===== config.mk =====
export PLATFORM = sky130hd
export DESIGN_NAME = button_debouncer
export DESIGN_NICKNAME = d
export VERILOG_FILES = /design/src/rtl/board_pkg.sv /design/src/rtl/button_debouncer_sample_tick.sv /design/src/rtl/button_debouncer.sv
export SDC_FILE = /design/constraint.sdc
export NUM_CORES = 1
export LEC_CHECK = 0
export BUFFER_PORTS_ARGS = -buffer_cell sky130_fd_sc_hd__buf_2
export CAP_MARGIN = 20
export CORE_ASPECT_RATIO = 1.2
export CORE_MARGIN = 4
export CORE_UTILIZATION = 60
export DETAILED_ROUTE_END_ITERATION = 6
export PLACE_DENSITY = 0.86
export REMOVE_ABC_BUFFERS = 1
export SYNTH_ARGS = -nofsm -noshare
export SYNTH_HDL_FRONTEND = slang
export SYNTH_SLANG_ARGS = --single-unit

===== constraint.sdc =====
create_clock -name CLK -period 3.75 [get_ports CLK]
set_input_delay 0.375 -clock CLK [delete_from_list [all_inputs] [get_ports CLK]]
set_output_delay 0.375 -clock CLK [all_outputs]
set_load 0.05 [all_outputs]

===== src/rtl/board_pkg.sv =====
// Shared board-level constants, button FSM state type and a width helper.
// Imported by the button front-end and its tick generator.
package board_pkg;

  localparam int CLK_HZ = 12_000_000;

  typedef enum logic [1:0] {
    RELEASED,
    PRESS_PEND,
    PRESSED,
    RELEASE_PEND
  } btn_state_t;

  function automatic int clog2(input int value);
    int r;
    int v;
    r = 0;
    v = value - 1;
    while (v > 0) begin
      r++;
      v = v >> 1;
    end
    return r;
  endfunction

endpackage


===== src/rtl/button_debouncer_sample_tick.sv =====
// sample_tick_gen: free-running divider emitting a one-cycle tick.
// Lets slow consumers stay on CLK instead of using a divided clock.
module sample_tick_gen
  import board_pkg::*;
#(
  parameter int TICK_DIV = 12000
) (
  input  logic CLK,
  input  logic RST,
  output logic tick
);

  localparam int DW = (clog2(TICK_DIV) < 1) ? 1 : clog2(TICK_DIV);
  localparam logic [DW-1:0] LAST = DW'(TICK_DIV - 1);

  logic [DW-1:0] div;

  // Count 0..TICK_DIV-1 and wrap on the tick cycle
  always_ff @(posedge CLK) begin
    if (RST) begin
      div <= '0;
    end else if (div == LAST) begin
      div <= '0;
    end else begin
      div <= div + DW'(1);
    end
  end

  assign tick = (div == LAST);

endmodule


===== src/rtl/button_debouncer.sv =====
// Push-button synchroniser, debouncer and press/release strobe source.
// Optional auto-repeat of press_pulse: define DEBOUNCE_AUTOREPEAT_EN.
module button_debouncer
  import board_pkg::*;
#(
  parameter int TICK_DIV       = 12000,
  parameter int STABLE_SAMPLES = 8,
  parameter int ACTIVE_LOW     = 1,
  parameter int REPEAT_DELAY   = 500,
  parameter int REPEAT_RATE    = 100
) (
  input  logic CLK,
  input  logic RST,
  input  logic btn_raw,
  output logic btn_level,
  output logic press_pulse,
  output logic release_pulse
);

  localparam int CW = clog2(STABLE_SAMPLES + 1);
  localparam logic [CW-1:0] CNT_LAST = CW'(STABLE_SAMPLES - 1);
  localparam logic IDLE_RAW = (ACTIVE_LOW != 0);

  logic sync1;
  logic sync2;
  logic s;
  logic tick;

  btn_state_t state;
  btn_state_t state_n;
  logic [CW-1:0] cnt;
  logic [CW-1:0] cnt_n;
  logic press_n;
  logic release_n;

`ifdef DEBOUNCE_AUTOREPEAT_EN
  localparam int RMAX = (REPEAT_DELAY > REPEAT_RATE) ? REPEAT_DELAY : REPEAT_RATE;
  localparam int RW = (clog2(RMAX + 1) < 1) ? 1 : clog2(RMAX + 1);
  logic [RW-1:0] rpt;
  logic [RW-1:0] rpt_n;
`endif

  sample_tick_gen #(
    .TICK_DIV(TICK_DIV)
  ) u_tick (
    .CLK (CLK),
    .RST (RST),
    .tick(tick)
  );

  // Two-flop synchroniser, reset to the released pad level
  always_ff @(posedge CLK) begin
    if (RST) begin
      sync1 <= IDLE_RAW;
      sync2 <= IDLE_RAW;
    end else begin
      sync1 <= btn_raw;
      sync2 <= sync1;
    end
  end

  assign s = (ACTIVE_LOW != 0) ? ~sync2 : sync2;

  // State, stability count and registered outputs
  always_ff @(posedge CLK) begin
    if (RST) begin
      state         <= RELEASED;
      cnt           <= '0;
      btn_level     <= 1'b0;
      press_pulse   <= 1'b0;
      release_pulse <= 1'b0;
    end else begin
      state         <= state_n;
      cnt           <= cnt_n;
      btn_level     <= (state_n == PRESSED) || (state_n == RELEASE_PEND);
      press_pulse   <= press_n;
      release_pulse <= release_n;
    end
  end

`ifdef DEBOUNCE_AUTOREPEAT_EN
  // Held-tick countdown to the next repeat strobe
  always_ff @(posedge CLK) begin
    if (RST) begin
      rpt <= '0;
    end else begin
      rpt <= rpt_n;
    end
  end
`endif

  // Next-state: evaluate one sample per tick against the accepted level
  always_comb begin
    state_n   = state;
    cnt_n     = cnt;
    press_n   = 1'b0;
    release_n = 1'b0;
`ifdef DEBOUNCE_AUTOREPEAT_EN
    rpt_n     = rpt;
`endif
    if (tick) begin
      unique case (state)
        RELEASED, PRESS_PEND: begin
          if (s) begin
            if (cnt == CNT_LAST) begin
              state_n = PRESSED;
              cnt_n   = '0;
              press_n = 1'b1;
`ifdef DEBOUNCE_AUTOREPEAT_EN
              rpt_n   = RW'(REPEAT_DELAY);
`endif
            end else begin
              state_n = PRESS_PEND;
              cnt_n   = cnt + CW'(1);
            end
          end else begin
            state_n = RELEASED;
            cnt_n   = '0;
          end
        end
        PRESSED, RELEASE_PEND: begin
          if (!s) begin
            if (cnt == CNT_LAST) begin
              state_n   = RELEASED;
              cnt_n     = '0;
              release_n = 1'b1;
`ifdef DEBOUNCE_AUTOREPEAT_EN
              rpt_n     = '0;
`endif
            end else begin
              state_n = RELEASE_PEND;
              cnt_n   = cnt + CW'(1);
            end
          end else begin
            state_n = PRESSED;
            cnt_n   = '0;
`ifdef DEBOUNCE_AUTOREPEAT_EN
            if (state == PRESSED) begin
              if (rpt <= RW'(1)) begin
                press_n = 1'b1;
                rpt_n   = RW'(REPEAT_RATE);
              end else begin
                rpt_n = rpt - RW'(1);
              end
            end
`endif
          end
        end
        default: begin
          state_n = RELEASED;
          cnt_n   = '0;
        end
      endcase
    end
  end

endmodule


== Yosys cells after proc, flatten, opt, wreduce, memory -nomap -nowiden ==
Cells that the tools add are included.
Operators by class
  add/sub/neg operators: 2
  equality and inequality tests: 7
  multiplexer cells: 11
  bitwise gates (word level): 4
  reductions and logical operators: 7
Operators with widths (count)
  14-bit by 1-bit adder with 14-bit output (second input constant): 1
  14-bit == test (second input constant): 1
  4-bit two-way mux: 3
  2-bit two-way mux: 5
  2-bit == test (second input constant): 4
  4-bit one-hot mux with 2 select lines: 1
  4-bit OR reduction: 2
  2-bit OR reduction: 3
  4-bit by 1-bit adder with 4-bit output (second input constant): 1
  4-bit by 3-bit == test with 1-bit output (second input constant): 1
  1-bit NOT: 4
  2-bit one-hot mux with 2 select lines: 1
  2-bit by 1-bit == test with 1-bit output (second input constant): 1
  2-bit logical NOT: 1
  1-bit logical OR: 1
  1-bit two-way mux: 1
Word-level totals
  register bits after elaboration: 25
  bits of input ports: 3
  output and inout port bits: 3
  logic and storage cells: 39

== Depth between registers and ports, before layout ==
Gate-level depths: netlist (run 1).
  depth after elaboration: 7
  mapped depth: 7
  mapped depth without buffers: 5

== Cells and area by module ==
From an unflattened synthesis (run 1), not the netlist that was laid out.
Second synthesis, totals
  cell total of the unflattened synthesis: 112
  area total of the unflattened synthesis: 1134.8 um2
Modules (own cells, without submodules)
  sample_tick_gen: times used 1, cells an instance 69, area an instance 719.4 um2, seq. area each 280.3 um2
  button_debouncer: times used 1, cells an instance 43, area an instance 415.4 um2, seq. area each 200.2 um2

== Worst setup path after synthesis (run 1) ==
No wires, ideal clock.
  path type: register to register
  start point: register u_tick.div[0]
  end point: register cnt[2]
  setup time: 0.070 ns
  data arrival time: 2.174 ns
  required time: 3.680 ns
  slack: 1.506 ns
  stages on the path, launching flop included: 7
  period minus slack after synthesis: 2.244 ns
  cells stage by stage: dfxtp_1 ha_1 or3b_1 or4_1 buf_2 or4_1 a21oi_1
Between the ends
  longest elaborated chain between the ends: 1
Ends and longest elaborated chain
  start, declared: line button_debouncer_sample_tick.sv:16  | logic [DW-1:0] div;
  start signal, assigned: line button_debouncer_sample_tick.sv:25  | div <= div + DW'(1);
  14-bit == test: line button_debouncer_sample_tick.sv:29  | assign tick = (div == LAST);
  end signal, assigned: line button_debouncer.sv:74  | cnt <= cnt_n;
  end, declared: line button_debouncer.sv:31  | logic [CW-1:0] cnt;
Every way passes these cells.
A chain may end at the register's enable or synchronous reset.

== Worst setup path after layout (run 1) ==
Same ends and word-level chain as after synthesis.

==> impl_results.md, run 1 <==
- Clock sinks: 24
- Max-slew violation count: 0
- Period utilisation layout: 64.78%
- Area growth, synth to finish: 4.354%
- Final Power: 0.3778 mW
- VDD IR-drop max: 0.1897 mV
- Area leader, netlist: dfxtp_1
- Most used DFF post-synth: dfxtp_1
- Clock root cell: clkbuf_4
- DIE AREA: 2456 um^2
- Worst Reg-to-Reg Cells: 5
- Worst hold path stage count: 2
- Synth cell types: 28
- Final instance area: around 1100 um^2
- DR pass1 iterations: 4
- Hold_buf cts: 0
- # DRC: 0
- Vias in the first global route: 747
- Final HPWL DP: 1276 um
- Post-layout nets: 128
- Port buffer count: 5
- Number of diodes: 0
- Int Pwr: 0.3011 mW
- Commonest cells in the netlist: dfxtp_1, nor2_1, xor2_1
- CTS resizes: 0
- CP arrival: 2.66 ns
- Final worst slack: 1.321 ns
- 1st-iter DRT viols: 13
- CTS tree: built
- Logic pwr share: 3.4%
- Site Rows: 16
- Status: finished, final reports clean
- Total Routed Length: 1719 um
- Net Sw Frac: 20.29%
- FFs w/ async S/R, synth: 0%
- Number of CTS-inserted buffers: 3
- Fin. Hold Viols: 0
- Vias/cell: 5.712
- Max_cap viols: 0
- Syn avg cell area: 8.844 um^2
- Pwr per Cell Area: 349.9 nW/um^2
- All-layer global routing usage: 16.58%
- First-pass GRT wire length: 3042 um
- Wirelength per Cell: 12.37 um
- Skew final: 0.006710 ns
- Setup bufs post-CTS: 0
- Initial antenna violation count: 0
- Core Area: 1642 um^2
- Total vias in the final route: 794
- Layout cells sized above 1: 11.57%
- Final setup fails: 0
- I/O pin cnt: 6
- Htree depth: 1
- Critical Path Source Type: flip-flop
- EDFF count, synth: 0
- CP Max Fanout: 9
- Die Height: 53.49 um
- Grt ovf: 0
- Kind of critical path: reg2reg
- Count leader, synth: dfxtp_1
- Net switching power: 0.07665 mW
- Final GP Congestion: 0.8407
- DRT antenna net count: 0
- Initial Util: 63.03%
- Non-filler instance count after layout: about 140
- Die span in x: 45.91 um
- Yosys reg bits: 24
- Clock network fraction of total power: 27.0%
- Synthesized instance count: approximately 120
- Post-Place Cells: roughly 140
- Placement Setup Slack: 1.373 ns
- Sequential share of power: 69.6%
- Largest cells by area after synthesis: dfxtp_1, xor2_1, nor2_1, xnor2_1, nand3_1
- R2R setup slack: 1.32 ns
- Clock Latency Late Sink: 0.29 ns
- Post-DP Area: between 1000 and 1500 um^2
- Clock Tree Buf Depth: 2
- Worst slew pin tran: 0.5076 ns
- Worst slew margin: 65.85%
- RSZ-0062 raised after global routing: false
- Register area share after synthesis: a little under half
- FMAX: between 400 and 500 MHz
- HP Class: in2reg
- CTS clock-pin slew for the worst setup and hold paths: 0.12 ns
- Final min period: approximately 2.4 ns
- Total number of yosys warnings: 0
- Synthesized area: 1035 um^2
- Largest net degree at the start of global routing: 15
- Area share of the largest cell type after synthesis: 46.43%
- CP required: slightly below 4 ns
- Setup_tns: 0 ns
- LEAKAGE: around 0.37 nW
- Critical Path End Type: flip-flop
==> kinds of logic after synthesis <==
| kind of cell | after synthesis | share of synthesized area (%) |
|---|---|---|
| AND/OR/NAND/NOR | 60 | 31.32 |
| buffers and inverters | 9 | 4.232 |
| flip-flops | 24 | 46.43 |
| adder cells (fa/ha/maj) | 2 | 2.418 |
| XOR/XNOR | 13 | 11.00 |
| AO/OA/AOI/OAI | 9 | 4.594 |
==> through the flow <==
| stage | hold slack [ns] | util (%) |
|---|---|---|
| 3_3_place_gp | 0.3914 | 64.41 |
| 6_report | 0.2561 | 65.78 |
| 3_5_place_dp | 0.3932 | 64.41 |
| 5_1_grt | 0.2431 | 65.78 |
| 2_1_floorplan | 0.3895 | - |
| 4_1_cts | 0.2497 | 65.78 |
==> cell type report <==
cell class	instances	area [um^2]
clock buffer	3	22.52
timing repair buffer	5	25.02
tap	18	22.52
sequential	24	480.5
fill	136	561.8
multi-input combinational	84	510.5
inverter	5	18.77
==> placed cells by master (no fill, tap or decap) <==
master and count:
a21oi_1 5, or3_1 3, or3_2 1, or4_1 4, or3b_1 1, nand4b_1 1
clkbuf_4 3, nor4_1 3, dfxtp_1 24, ha_1 2, inv_1 5, and4_1 1
buf_2 5, nor2b_1 2, nand3_1 7, xor2_1 8, nor3_1 2, xnor2_1 5
or3b_2 1, nand4_1 3, nand2_1 7, nand3b_1 2, o31ai_1 1, nor2_1 18
or2_2 3, or4b_2 1, o21ai_0 3
==> registers in the layout, indices dropped and copies added, names as in the netlist <==
register and cells:
u_tick.div 14, cnt 4, btn_level 1, press_pulse 1
release_pulse 1, state 1, sync1 1, sync2 1
==> critical path, stage by stage, from the launching register on <==
cell and delay, ns:
dfxtp_1 0.43, ha_1 0.27, or3b_1 0.35, or4_1 0.64, or4_1 0.51, a21oi_1 0.15
==> layer usage <==
metal	up-vias	global-route usage [%]	routed length, um
met2	7	29.36	868
met3	2	4.082	41
met5	-	0	0
met1	371	19.21	798
met4	0	4.265	10
li1	414	-	-
==> final timing paths <==
path	to	startpoint
setup / recovery	cnt[2]	u_tick.div[0]
hold / removal	sync1	btn_raw
setup reg to reg	cnt[2]	u_tick.div[0]
hold reg to reg	sync2	sync1
==> power by group through the flow <==
stage                     Clock (mW)  Sequential (mW)  Combinational [mW]
after floorplan                    0            0.268             0.00870
after global placement             0            0.268              0.0124
after detailed placement           0            0.269              0.0129
after CTS                      0.105            0.263              0.0129
after global routing           0.113            0.264              0.0148
final                          0.102            0.263              0.0127
(Power assumes the default switching activity.)
==> run 2, diff against run 1 <==
- CORE_UTILIZATION: 60 -> 57
- PLACE_DENSITY: 0.86 -> 0.82
- clock period: 3.75 -> 2.26 ns (I/O delays scaled with it)
==> run 2 against run 1 <==
Against the previous run:
- fmax rose by 15%
- critical path depth is the same
- register-to-register slack got worse by 1.2 ns
- via count fell by 0.13%
- cell count increased by 2.9%
- combinational power grew 140%
- total power grew 84%
- design area rose by 3.7%
- die area grew 4.4%
- flip-flop and latch count did not move
- largest power group unchanged
==> impl_results.md, run 2 (synthesis gave the netlist of run 1 again) <==
- Status: finished, final reports clean
- Period utilisation layout: 93.35% (+29 points)
- LEAKAGE: 0.3918 nW (+6.7%)
- Setup_tns: 0 ns (unchanged)
- Largest net degree at the start of global routing: 15 (unchanged)
- WHS: 0.07789 ns (-0.1782 ns)
- Max reg flops: 14 (unchanged)
- Worst slew pin tran: 0.4306 ns (-0.07701 ns)
- Commonest non-fill, non-tap cells in the layout: dfxtp_1, nor2_1, xor2_1, nand3_1, nand2_1
- Number of CTS-inserted buffers: 3 (unchanged)
- Post-layout nets: 131 (+2.3%)
- Kind of critical path: reg2reg
- Layout cells sized above 1: 15.20% (+3.6 points)
- CP arrival: 2.38 ns (-0.28 ns)
- Post-DP Area: 1080 um^2 (+2.1%)
- Critical Path Source Type: flip-flop
- CTS clock-pin slew for the worst setup and hold paths: 0.13 ns (about the same)
- Most common cell after layout, fill and taps aside: dfxtp_1
- Max-slew violation count: 0 (unchanged)
- Port buffer count: 5 (unchanged)
- FMAX: 474.0 MHz (+15%)
- Clock Latency Late Sink: 0.32 ns (+0.03 ns)
- Fin. Hold Viols: 0 (unchanged)
- Largest Register: u_tick.div
- CP Max Fanout: 9 (unchanged)
- Die Height: 54.68 um (+2.2%)
- Clock sinks: 24 (unchanged)
- Pwr per Cell Area: 619.3 nW/um^2 (+77%)
- Grt ovf: 0 (unchanged)
- DRT antenna net count: 0 (unchanged)
- # DRC: 0 (unchanged)
- Max_cap viols: 0 (unchanged)
- Site Rows: 16 (unchanged)
- Regs by FF count: u_tick.div: 14 flops, cnt: 4 flops
- Final setup fails: 0 (unchanged)
- Critical Path End Type: flip-flop
- Final instance area: 1120 um^2 (+3.7%)
- Core Area: 1682 um^2 (+2.4%)
- Skew final: 0.001846 ns (-0.004864 ns)
- I/O pin cnt: 6 (unchanged)
- Clock Tree Buf Depth: 2 (unchanged)
- All-layer global routing usage: 18.56% (+2.0 points)
- Final HPWL DP: 1305 um (+2.3%)
- Number of diodes: 0 (unchanged)
- Initial Util: 61.53% (-1.5 points)
- Total vias in the final route: 793 (-0.13%)
- 1st-iter DRT viols: 8 (-5)
- Util after Layout: 66.59% (+0.81 points)
- Initial antenna violation count: 0 (unchanged)
- DR pass1 iterations: 4 (unchanged)
- Final GP Congestion: 0.8231 (-2.1%)
- CP required: 2.53 ns (-1.45 ns)
- Clock root cell: clkbuf_4
- Htree depth: 1 (unchanged)
- HP Class: in2reg
- Wirelength per Cell: 12.68 um (+2.5%)
- Vias/cell: 5.545 (-2.9%)
- Vias in the first global route: 769 (+2.9%)
- CTS tree: built
- Worst slew margin: 71.03% (+5.2 points)
- Hold_buf cts: 0 (unchanged)
- Die span in x: 46.90 um (+2.1%)
- Final min period: 2.110 ns (-0.3194 ns)
- Non-filler instance count after layout: 143 (+2.9%)
- RSZ-0062 raised after global routing: false
- Post-Place Cells: 139 (+2.2%)
- VDD IR-drop max: 0.4791 mV (+150%)
- Total Routed Length: 1813 um (+5.5%)
- First-pass GRT wire length: 3284 um (+8.0%)
- Area growth, synth to finish: 8.222%
- DIE AREA: 2564 um^2 (+4.4%)
run 2: cell count changes in the layout (fill, tap and decap cells not counted):
cell	previous run	this run
clkbuf_8	0	1
buf_4	0	3
or4_4	0	1
or4_1	4	3
run 2: power by group:
group | switching (mW) | total [mW] | internal, mW
clock | 0.130 | 0.229 | 0.0987
sequential | 0.00458 | 0.434 | 0.429
combinational | 0.0176 | 0.0310 | 0.0134
total | 0.152 | 0.694 | 0.541
run 2: worst max-delay path, stage by stage (launching register included):
cell     delay [ns]
dfxtp_1        0.36
ha_1           0.16
or3b_1         0.35
or4_4          0.57
or4_1          0.48
a21oi_1        0.14
run 2: worst paths after layout:
| path | endpoint | slack, ns | from | depth (start not counted) |
|---|---|---|---|---|
| max | cnt[2] | 0.15 | u_tick.div[1] | 5 |
| min | sync1 | 0.08 | btn_raw | 2 |
| max reg2reg | cnt[2] | 0.15 | u_tick.div[1] | 5 |
| min reg2reg | sync2 | 0.43 | sync1 | 1 |
run 2: timing repair:
action	CTS	global route
endpoints found under the setup margin	0	3
setup buffers	0	0
gates resized for setup	0	1
run 2: per-layer routing:
layer | vias up | part of all wire [%] | track usage (%) | wire (um)
met4 | 0 | 2.8 | 12.90 | 50
met3 | 5 | 2.2 | 2.961 | 40
li1 | 416 | - | - | -
met5 | - | 0 | 0 | 0
met2 | 11 | 50 | 30.54 | 912
met1 | 361 | 45 | 21.40 | 809
run 2: stage by stage:
stage / worst slack, ns / power, mW
4_1_cts: 0.05985 / 0.6922
3_5_place_dp: 0.09192 / 0.4741
6_report: 0.1503 / 0.6935
2_1_floorplan: 0.02962 / 0.4588
3_3_place_gp: 0.1412 / 0.4717
5_1_grt: 0.03648 / 0.7160
run 2: area by class of cell:
class | instances | area, um^2
Tap cell | 18 | 22.52
Clock buffer | 4 | 36.28
Fill cell | 138 | 561.8
Sequential cell | 24 | 480.5
Timing Repair Buffer | 8 | 47.55
Multi-Input combinational cell | 84 | 514.2
Inverter | 5 | 18.77
==> run 3, diff against run 2 <==
- CORE_UTILIZATION: 57 -> 58
- GPL_TIMING_DRIVEN: default -> 0
- PLACE_DENSITY: 0.82 -> 0.83
- SYNTH_HIERARCHICAL: default -> 1
==> run 3 against run 2 <==
Against the previous run:
- area after synthesis increased by 9.7%
- clock power grew 29%
- total power rose by 9.3%
- global-route usage decreased by 3.9 points
- fmax rose by 12%
==> impl_results.md, run 3 <==
- Yosys reg bits: 24 (unchanged)
- Area growth, synth to finish: 5.513%
- Skew final: 0.002130 ns (+0.0002835 ns)
- Synthesized area: 1135 um^2 (+9.7%)
- Number of CTS-inserted buffers: 3 (unchanged)
- Site Rows: 17 (+1)
- Setup bufs post-CTS: 0 (unchanged)
- Period utilisation layout: 83.68% (-9.7 points)
- Total number of yosys warnings: 6 (+6)
- Synth cell types: 35 (+25%)
- CTS clock-pin slew for the worst setup and hold paths: 0.12 ns (about the same)
- Total vias in the final route: 774 (-2.4%)
- Port buffer count: 5 (unchanged)
- Initial antenna violation count: 0 (unchanged)
- 1st-iter DRT viols: 8 (unchanged)
- Kind of critical path: reg2reg
- Clock Latency Late Sink: 0.30 ns (-0.02 ns)
- Largest Register: u_tick/div
- Max reg flops: 14 (unchanged)
- First-pass GRT wire length: 3284 um (unchanged)
- Max-slew violation count: 0 (unchanged)
- Layout cells sized above 1: 25.64% (+10 points)
- Commonest cells in the netlist: dfxtp_1, nor2_4, nand3_1, xnor2_1
- Final GP Congestion: 0.8175 (-0.68%)
- Total Routed Length: 1793 um (-1.1%)
- LEAKAGE: 0.4223 nW (+7.8%)
- Worst slew pin tran: 0.3047 ns (-0.1259 ns)
- Fin. Hold Viols: 0 (unchanged)
- Post-layout nets: 123 (-6.1%)
- Clock Tree Buf Depth: 2 (unchanged)
- Register area share after synthesis: 42.34% (-4.1 points)
- DIE AREA: 2731 um^2 (+6.5%)
- Htree depth: 1 (unchanged)
- Area share of the largest cell type after synthesis: 42.34% (-4.1 points)
- Sequence of cells on the critical path: ha_1 -> and4_4 -> and4b_4 -> nand4b_2 -> or2_1 -> a21oi_1
- Setup_tns: 0 ns (unchanged)
- Most common cell after layout, fill and taps aside: dfxtp_1
- Final min period: 1.891 ns (-0.2186 ns)
- WHS: 0.09953 ns (+0.02165 ns)
- Die Height: 56.46 um (+3.3%)
- Slowest stage delay, CP: 0.43 ns (-0.14 ns)
- Pwr per Cell Area: 633.3 nW/um^2 (+2.3%)
- Clock sinks: 24 (unchanged)
- Number of diodes: 0 (unchanged)
- Vias in the first global route: 793 (+3.1%)
- Final setup fails: 0 (unchanged)
- Vias/cell: 5.691 (+2.6%)
- CTS resizes: 0 (unchanged)
- Status: finished, final reports clean
- Largest cells by area after synthesis: dfxtp_1, nor2_4, xnor2_1, xor2_1, nand4_1
- Initial Util: 61.33% (-0.21 points)
- Worst setup path startpoint: u_tick/div[0]
- Clock root cell: clkbuf_4
- Grt ovf: 0 (unchanged)
- CTS tree: built
- Slowest cell on the critical path: dfxtp_1
- Worst slew margin: 79.58% (+8.6 points)
- Core Area: 1851 um^2 (+10%)
- FMAX: 528.8 MHz (+12%)
- Regs by FF count: u_tick/div: 14 flops, cnt: 4 flops
- CP arrival: 2.13 ns (-0.25 ns)
- Synthesized instance count: 112 (-4.3%)
- DRT antenna net count: 0 (unchanged)
- CP required: 2.50 ns (-0.03 ns)
- VDD IR-drop max: 0.5026 mV (+4.9%)
- Capturing point of the worst reg2reg path: btn_level
- Final HPWL DP: 1295 um (-0.74%)
- Hold_buf cts: 0 (unchanged)
- EDFF count, synth: 0 (unchanged)
- Hold Startpoint: btn_raw
- HP Class: in2reg
- Commonest non-fill, non-tap cells in the layout: dfxtp_1, nor2_4, nand3_1, xnor2_1
- Area leader, netlist: dfxtp_1
- Wirelength per Cell: 13.18 um (+4.0%)
- Most used DFF post-synth: dfxtp_1
- Largest net degree at the start of global routing: 15 (unchanged)
- Syn avg cell area: 10.13 um^2 (+15%)
- Final instance area: 1197 um^2 (+6.9%)
- Count leader, synth: dfxtp_1
- CP Max Fanout: 10 (+1)
- Hold endpoint: sync1
- Worst Reg-to-Reg Cells: 6 (+1)
- Critical Path Source Type: flip-flop
- R2R setup slack: 0.37 ns (+0.22 ns)
- Max_cap viols: 0 (unchanged)
- DR pass1 iterations: 6 (+2)
- RSZ-0062 raised after global routing: false
- Post-DP Area: 1145 um^2 (+6.0%)
- RR Startpoint: u_tick/div[0]
- All-layer global routing usage: 14.69% (-3.9 points)
- Die span in x: 48.38 um (+3.2%)
- FFs w/ async S/R, synth: 0% (unchanged)
- Worst hold path stage count: 2 (unchanged)
- I/O pin cnt: 6 (unchanged)
- # DRC: 0 (unchanged)
- Critical Path End Type: flip-flop
[run 3: critical path, delay by kind of cell, from the launching register on]
| kind | cells | cell delay, ns |
|---|---|---|
| DFF | 1 | 0.43 |
| AOI/OAI and AO/OA | 1 | 0.13 |
| and+or+nand+nor | 4 | 1.02 |
| adders and majority gates | 1 | 0.25 |
[run 3: report_power, final]
group,switching [mW],internal (mW),total (mW)
registers,0.00685,0.429,0.436
clock network,0.116,0.179,0.295
logic,0.0176,0.00988,0.0274
total,0.140,0.618,0.758
[run 3: area by class of cell]
class                   count  area (um^2)
repair buffers              5        25.02
well taps                  19        23.77
inverters                   3        11.26
multi-input cells          81        604.3
flip-flops and latches     24        480.5
fillers                   152        653.1
clock buffers               3        22.52
clock inverters             1        30.03
[run 3: worst max path at each step]
stage	to	slack, ns	cells after the start
after floorplan	btn_level	0.59	6
after global placement	btn_level	0.47	6
after detailed placement	state[1]	0.42	6
after CTS	state[1]	0.36	6
after global routing	btn_level	0.24	6
final	btn_level	0.37	6
[run 3: metal layers]
| metal | wire, um | up-vias | track usage, % |
|---|---|---|---|
| li1 | - | 397 | - |
| met4 | 0 | 0 | 4.743 |
| met5 | 0 | - | 0 |
| met2 | 997 | 3 | 27.61 |
| met1 | 761 | 374 | 16.23 |
| met3 | 34 | 0 | 2.387 |
[run 3: through the flow]
stage	setup slack, ns	power, mW	cells	util [%]
after floorplan	0.5858	0.4638	108	-
after global placement	0.4722	0.4711	132	61.87
after detailed placement	0.4232	0.4727	132	61.87
after CTS	0.3590	0.7710	136	64.71
after global routing	0.2384	0.7971	136	64.71
final	0.3689	0.7583	136	64.71
[run 3: cells by family (layout without fill, tap and decap cells)]
logic type,Yosys count,in the layout,synth area share [%]
and+or+nand+nor,58,58,36.49
DFF,24,24,42.34
xor gates and xnor gates,13,13,10.69
AOI/OAI and AO/OA,8,8,3.859
buffers and inverters,7,12,4.410
adders and majority gates,2,2,2.205
